### src/rtl/abcd_sweep_gen.sv
// Purpose : drives the four inputs of a combinational block through the patterns 0..15 in
//           ascending order, holding each pattern for DWELL cycles. It samples the block's
//           output f on the last dwell cycle of each pattern to build a 16-bit truth table.
// Latency : the first pattern appears 1 cycle after start is sampled. With pause low, done
//           pulses 16*DWELL+1 cycles after the start edge.
// Backpr. : pause freezes the dwell counter, the pattern and the capture. start is ignored
//           while a sweep is in progress.
//
// Build option: define TRUTH_CAPTURE_EN to implement the truth-table capture flops.
//   When the macro is not defined, truth is tied to 16'h0000, f is unused, and all
//   sequencing is unchanged.
//
// Ports:
//   clk        rising-edge clock for all logic
//   reset      synchronous, active-high reset
//   start      level-sampled sweep request, acted on only in IDLE
//   pause      holds the current pattern and the dwell count while high
//   f          output of the downstream function block
//   a,b,c,d    current pattern (a = MSB, d = LSB), zero outside RUN
//   pat_valid  a..d carry a sweep pattern (RUN)
//   busy       sweep in progress (RUN or DONE)
//   done       one-cycle pulse after pattern 15 has been sampled
//   truth      truth[p] = f sampled for pattern p
module abcd_sweep_gen #(
    parameter int unsigned DWELL      = 10,
    parameter bit          CONTINUOUS = 1'b0
) (
    input  logic        clk,
    input  logic        reset,
    input  logic        start,
    input  logic        pause,
    input  logic        f,
    output logic        a,
    output logic        b,
    output logic        c,
    output logic        d,
    output logic        pat_valid,
    output logic        busy,
    output logic        done,
    output logic [15:0] truth
);

    typedef enum logic [1:0] {
        S_IDLE = 2'd0,
        S_RUN  = 2'd1,
        S_DONE = 2'd2
    } state_t;

    localparam logic [15:0] DWELL_LAST = 16'(DWELL - 1);

    state_t      state, state_nxt;
    logic [3:0]  pattern, pattern_nxt;
    logic [15:0] dwell_cnt, dwell_nxt;
    logic        sample;       // last dwell cycle of the pattern and not paused
    logic        clear_truth;  // entering RUN at pattern 0

    always_ff @(posedge clk) begin
        if (reset) begin
            state     <= S_IDLE;
            pattern   <= 4'd0;
            dwell_cnt <= 16'd0;
        end else begin
            state     <= state_nxt;
            pattern   <= pattern_nxt;
            dwell_cnt <= dwell_nxt;
        end
    end

    always_comb begin
        state_nxt   = state;
        pattern_nxt = pattern;
        dwell_nxt   = dwell_cnt;
        sample      = 1'b0;
        clear_truth = 1'b0;
        case (state)
            S_IDLE: begin
                pattern_nxt = 4'd0;
                dwell_nxt   = 16'd0;
                if (start) begin
                    state_nxt   = S_RUN;
                    clear_truth = 1'b1;
                end
            end
            S_RUN: begin
                if (!pause) begin
                    if (dwell_cnt == DWELL_LAST) begin
                        sample    = 1'b1;
                        dwell_nxt = 16'd0;
                        // pattern stays at 15 through DONE; the outputs are gated by state
                        if (pattern == 4'd15) begin
                            state_nxt = S_DONE;
                        end else begin
                            pattern_nxt = pattern + 4'd1;
                        end
                    end else begin
                        dwell_nxt = dwell_cnt + 16'd1;
                    end
                end
            end
            S_DONE: begin
                pattern_nxt = 4'd0;
                dwell_nxt   = 16'd0;
                if (CONTINUOUS) begin
                    state_nxt   = S_RUN;
                    clear_truth = 1'b1;
                end else begin
                    state_nxt = S_IDLE;
                end
            end
            default: begin
                state_nxt   = S_IDLE;
                pattern_nxt = 4'd0;
                dwell_nxt   = 16'd0;
            end
        endcase
    end

    // All outputs decode registered state only; there is no path from the inputs.
    assign pat_valid    = (state == S_RUN);
    assign busy         = (state == S_RUN) || (state == S_DONE);
    assign done         = (state == S_DONE);
    assign {a, b, c, d} = (state == S_RUN) ? pattern : 4'd0;

`ifdef TRUTH_CAPTURE_EN
    logic [15:0] truth_q;

    always_ff @(posedge clk) begin
        if (reset || clear_truth) begin
            truth_q <= 16'h0000;
        end else if (sample) begin
            truth_q[pattern] <= f;
        end
    end

    assign truth = truth_q;
`else
    logic unused_capture;
    assign unused_capture = f ^ sample ^ clear_truth;
    assign truth          = 16'h0000;
`endif

endmodule
### config.mk
export PLATFORM = sky130hd
export DESIGN_NAME = abcd_sweep_gen
export DESIGN_NICKNAME = d
export VERILOG_FILES = /design/src/rtl/abcd_sweep_gen.sv
export SDC_FILE = /design/constraint.sdc
export NUM_CORES = 1
export LEC_CHECK = 0
export BUFFER_PORTS_ARGS = -buffer_cell sky130_fd_sc_hd__buf_2
export CAP_MARGIN = 30
export CORE_MARGIN = 1.5
export CORE_UTILIZATION = 30
export CTS_CLUSTER_DIAMETER = 120
export DETAILED_ROUTE_END_ITERATION = 8
export GPL_ROUTABILITY_DRIVEN = 0
export PLACE_DENSITY = 0.61
export SLEW_MARGIN = 20
export SYNTH_ARGS = -nofsm -noshare
export SYNTH_HDL_FRONTEND = slang
export SYNTH_SLANG_ARGS = --single-unit
### constraint.sdc
create_clock -name clk -period 1.4 [get_ports clk]
set_input_delay 0.28 -clock clk [delete_from_list [all_inputs] [get_ports clk]]
set_output_delay 0.28 -clock clk [all_outputs]
set_load 0.02 [all_outputs]
## After elaboration in Yosys (flattened, before gate mapping)

Index checks and enable logic that the tools add are counted.

- Add/subtract/negate cells: 2
- Mux-type cells: 7
- Bitwise gates (word level): 3
- Equality and inequality tests: 8
- Reduce and logical (&&, ||, !) cells: 5

Operators by type and width:

| cell | number |
|---|---|
| adder 16 x 1 -> 16 bit (second input constant) | 1 |
| == test 16 x 4 -> 1 bit (second input constant) | 1 |
| two-way mux 16 bit | 1 |
| two-way mux 2 bit | 4 |
| adder 4 x 1 -> 4 bit (second input constant) | 1 |
| == test 4 bit (second input constant) | 1 |
| two-way mux 4 bit | 1 |
| inequality test 2 x 1 -> 1 bit (second input constant) | 2 |
| inequality test 2 bit (second input constant) | 2 |
| one-hot mux 2 bit (2 select lines) | 1 |
| AND reduction 4 bit | 1 |
| NOT 1 bit | 3 |
| AND reduction 3 bit | 1 |
| == test 2 x 1 -> 1 bit (second input constant) | 1 |
| == test 2 bit (second input constant) | 1 |
| logical NOT 2 bit | 1 |
| OR reduction 2 bit | 1 |
| logical OR 1 bit | 1 |

- Output and inout bits: 23
- Register bits: 22

## Depth between registers and ports, before layout

- Depth in word-level cells: 5
- Depth in mapped cells: 7

## Worst setup path before layout

OpenSTA, ideal clock, no wires.

- Kind: flip-flop to flip-flop
- From: register dwell_cnt[0]
- To: register state[1]
- Path slack: -0.196 ns
- Path buffers: 0
- Stages on the path, launching flop included: 6
- Required time: 1.330 ns
- Period minus slack after synthesis: 1.596 ns
- Data arrival time: 1.527 ns
- Path through: dfxtp_1 ha_1 nor4b_4 a41oi_1 or4b_1 a21oi_1

- Longest elaborated chain between the ends: 3

Ends and longest elaborated chain:

| item | RTL line | source |
|---|---|---|
| start, declared | 53 | `logic [15:0] dwell_cnt, dwell_nxt;` |
| start signal, assigned | 65 | `dwell_cnt <= dwell_nxt;` |
| == test 16 x 4 -> 1 bit | 86 | `if (dwell_cnt == DWELL_LAST) begin` |
| inequality test 2 x 1 -> 1 bit (no source line) | -- |  |
| AND reduction 4 bit (no source line) | -- |  |
| end signal, assigned | 63 | `state <= state_nxt;` |
| end, declared | 51 | `state_t state, state_nxt;` |

No other way between the ends.
A chain may end at the register's enable or synchronous reset.

## Worst setup path in the final report

- From: register dwell_cnt[1]
- To: register state[1]

The elaborated chain is that of the path after synthesis.

==> run_results.csv <==
group,metric,value,unit
worst_setup_path,critPathKind,"register to register",
yosys,synth_area_leaders,"dfxtp_1 (33%), buf_4 (9.0%), xnor2_1 (8.5%), ha_1 (6.5%), nor2_1 (5.6%)",
yosys,avgSynthCellArea,8.93,µm²
power_and_ir_drop,total_power,1.45,mW
grt,grt_max_degree,13,
die,core_area,4320,µm²
cts,clock-sinks,22,
min_path,worst_hold_path_type,"input port to register",
finish,n_antenna_cell,0,
power_and_ir_drop,p_leak,0.887,nW
grt,grt_pass1_vias,1211,
cts,clock_latency,0.28,ns
min_path,hold_depth,2,
route,vias_per_cell,4.59,
finish,nNetsFinal,230,
route,drt-initial-drc-count,15,
worst_setup_path,r2r-end,"state[1]",
route,wl,3420,µm
yosys,ys_ff_latch,22,
route,routedWlPerCell,12.7,µm
timing,tns,-3.21,ns
timing,slew_violations,0,
yosys,synthCells,150,
flow_run,max-cap-violations,0,
min_path,hold_path_end,"state[1]",
yosys,seq_area_frac_synth,32.9,%
yosys,synth_top_area_cell,"dfxtp_1",
yosys,synth_cell_types,36,
finish,drive_above_1_share,59.4,%
die,pin_count,28,
worst_setup_path,reg2reg_depth,6,
cts,cts_tree,"built",
finish,layoutNonFillerInstCount,269,
worst_setup_path,start_kind,"register",
yosys,netlist_area,1340,µm²
outcome,outcome,"finished, violations left",
finish,synthToLayoutAreaGrowth,66.4,%
placed_design,dpl.hpwl,2090,µm
timing,setup_viol,29,
timing,finalCritPeriodShare,117,%
grt,antenna_found_initial,0,
yosys,synth_top_cell_area_share,32.9,%
timing,hold_viol_final,0,
die,die_area,4870,µm²
timing,rsz0062_at_grt,"true",
timing,max_freq,611,MHz
worst_setup_path,rrSetupSlack,-0.24,ns
die,num_rows,24,
die,die-height,69.8,µm
cts,cts_root_buf,"clkbuf_8",
die,die_w,69.8,µm
timing,layout_setup_ws,-0.235,ns
worst_setup_path,cp.required,1.61,ns
timing,clock_skew,0.00340,ns
power_and_ir_drop,power_density,653,nW/µm²
placed_design,numPortBuffers,10,
worst_setup_path,critical_path_arrival,1.84,ns
worst_setup_path,r2r-start,"dwell_cnt[1]",
worst_setup_path,crit_fanout,3,
min_path,worst_hold_startpoint,"reset",
power_and_ir_drop,ir_worst_vdd,0.373,mV
worst_setup_path,end_kind,"register",
grt,gr-total-overflow,0,
grt,grt_pass1_wl,5620,µm
yosys,yosysWarnings,0,
route,firstDrtPassIters,4,
cts,ctsLongestPathBuffers,2,
placed_design,dp_cells,251,
cts,htreeDepth,1,
cts,cts_inserted_buffers,3,
timing,layout_min_cycle_time,1.64,ns
outcome,violations,"setup timing",
route,vias,1236,
grt,grtUsageTotal,14.6,%
cts,clk_pin_slew,0.08,ns
die,start_util,31.0,%
route,drtAntennaViolNets,0,
route,route.detailed.drc,0,
## placed cells by master, fill, tap and decap left out, types with 4 or more instances in the layout
master    Yosys  layout
nand2_1       6       5
dfxtp_1      22      13
nor2_1       20       4
inv_1         8       5
buf_4        16      41
and2_4        0       4
nand3_1       5       5
xnor2_1      13      12
nor3_1        7       4
clkbuf_8      0       4
dfxtp_4       0       4
nor2_2        0       9
buf_6         0      18
conb_1        1      16
nand4_1       4       4
buf_2         1       4
nor2_4        0       7
dfxtp_2       0       5
## sequential cells by signal, indices dropped and copies added (netlist names)
register,cells
dwell_cnt,16
pattern,4
state,2
## cells by family (layout without fill, tap and decap cells)
logic type,Yosys count,count (layout),share of synthesized area (%)
AO/OA/AOI/OAI,13,13,6.73
XOR/XNOR,14,14,9.16
adder cells (fa/ha/maj),7,7,6.54
buffers and inverters,25,77,11.6
flip-flops,22,22,32.9
other,1,16,0.280
AND/OR/NAND/NOR,68,68,32.8
## repair_timing
| item | in CTS | in global routing |
|---|---|---|
| gates resized for setup | 55 | 31 |
| cloned | 1 | 0 |
| hold buffers | 0 | 0 |
| endpoints found under the setup margin | 29 | 29 |
| pin swaps | 30 | 14 |
| buffers inserted | 11 | 2 |
## how the worst max path moves through the flow
| stage | slack (ns) | cells after the start | endpoint | start |
|---|---|---|---|---|
| 2_1_floorplan | -0.12 | 6 | state[1] | dwell_cnt[1] |
| 3_3_place_gp | -0.20 | 5 | state[1] | pause |
| 3_5_place_dp | -0.23 | 6 | pattern[3] | dwell_cnt[1] |
| 5_1_grt | -0.31 | 6 | state[1] | dwell_cnt[1] |
| 6_report | -0.24 | 6 | state[1] | dwell_cnt[1] |
| 4_1_cts | -0.22 | 6 | state[1] | dwell_cnt[1] |
## metal layers
| metal | GRT usage (%) | wire length, µm | share of wire (%) |
|---|---|---|---|
| met4 | 8.12 | 82 | 2.4 |
| met5 | 0 | 0 | 0 |
| met3 | 1.45 | 41 | 1.2 |
| met1 | 16.9 | 1490 | 43 |
| met2 | 26.1 | 1810 | 53 |
## synth_stat cells, drive strengths merged
cell type and n:
a21o 1, a21oi 4, a311oi 1, a31oi 1, a41oi 2, and2 4
and3 1, and4 1, buf 17, conb 1, dfxtp 22, ha 7
inv 8, nand2 6, nand2b 1, nand3 5, nand4 5, nand4b 2
nor2 20, nor2b 3, nor3 7, nor4 6, nor4b 3, o211ai 2
o31ai 2, or2 1, or4 2, or4b 1, xnor2 13, xor2 1
## metrics by stage
stage / setup slack [ns] / cell area [µm²] / util, % / hold WS (ns)
detailed placement: -0.232 / 1730 / 40.1 / 0.492
floorplan: -0.119 / 1420 / - / 0.349
global route: -0.306 / 2230 / 51.5 / 0.208
global placement: -0.198 / 1730 / 40.1 / 0.495
CTS: -0.217 / 2110 / 48.9 / 0.216
finish: -0.235 / 2230 / 51.5 / 0.205
## critical path, stage by stage, from the launching register on
cell	delay, ns
dfxtp_2	0.33
inv_2	0.06
ha_4	0.12
nor4b_4	0.29
a41oi_2	0.17
or4b_1	0.48
a21oi_1	0.13
## report_power, final
group | leakage, nW | switching, mW | internal, mW
clock network | 0.0288 | 0.231 | 0.252
logic | 0.676 | 0.178 | 0.154
registers | 0.183 | 0.0109 | 0.629
total | 0.887 | 0.419 | 1.04
## area by class of cell
cell class / count / area [µm²]
Fill cell: 386 / 2100
Tap cell: 52 / 65.1
Sequential cell: 22 / 462
Multi-Input combinational cell: 118 / 1040
Inverter: 8 / 30.0
Timing Repair Buffer: 65 / 578
Clock buffer: 4 / 55.1
Note: power is estimated with default switching activity, not from simulation.
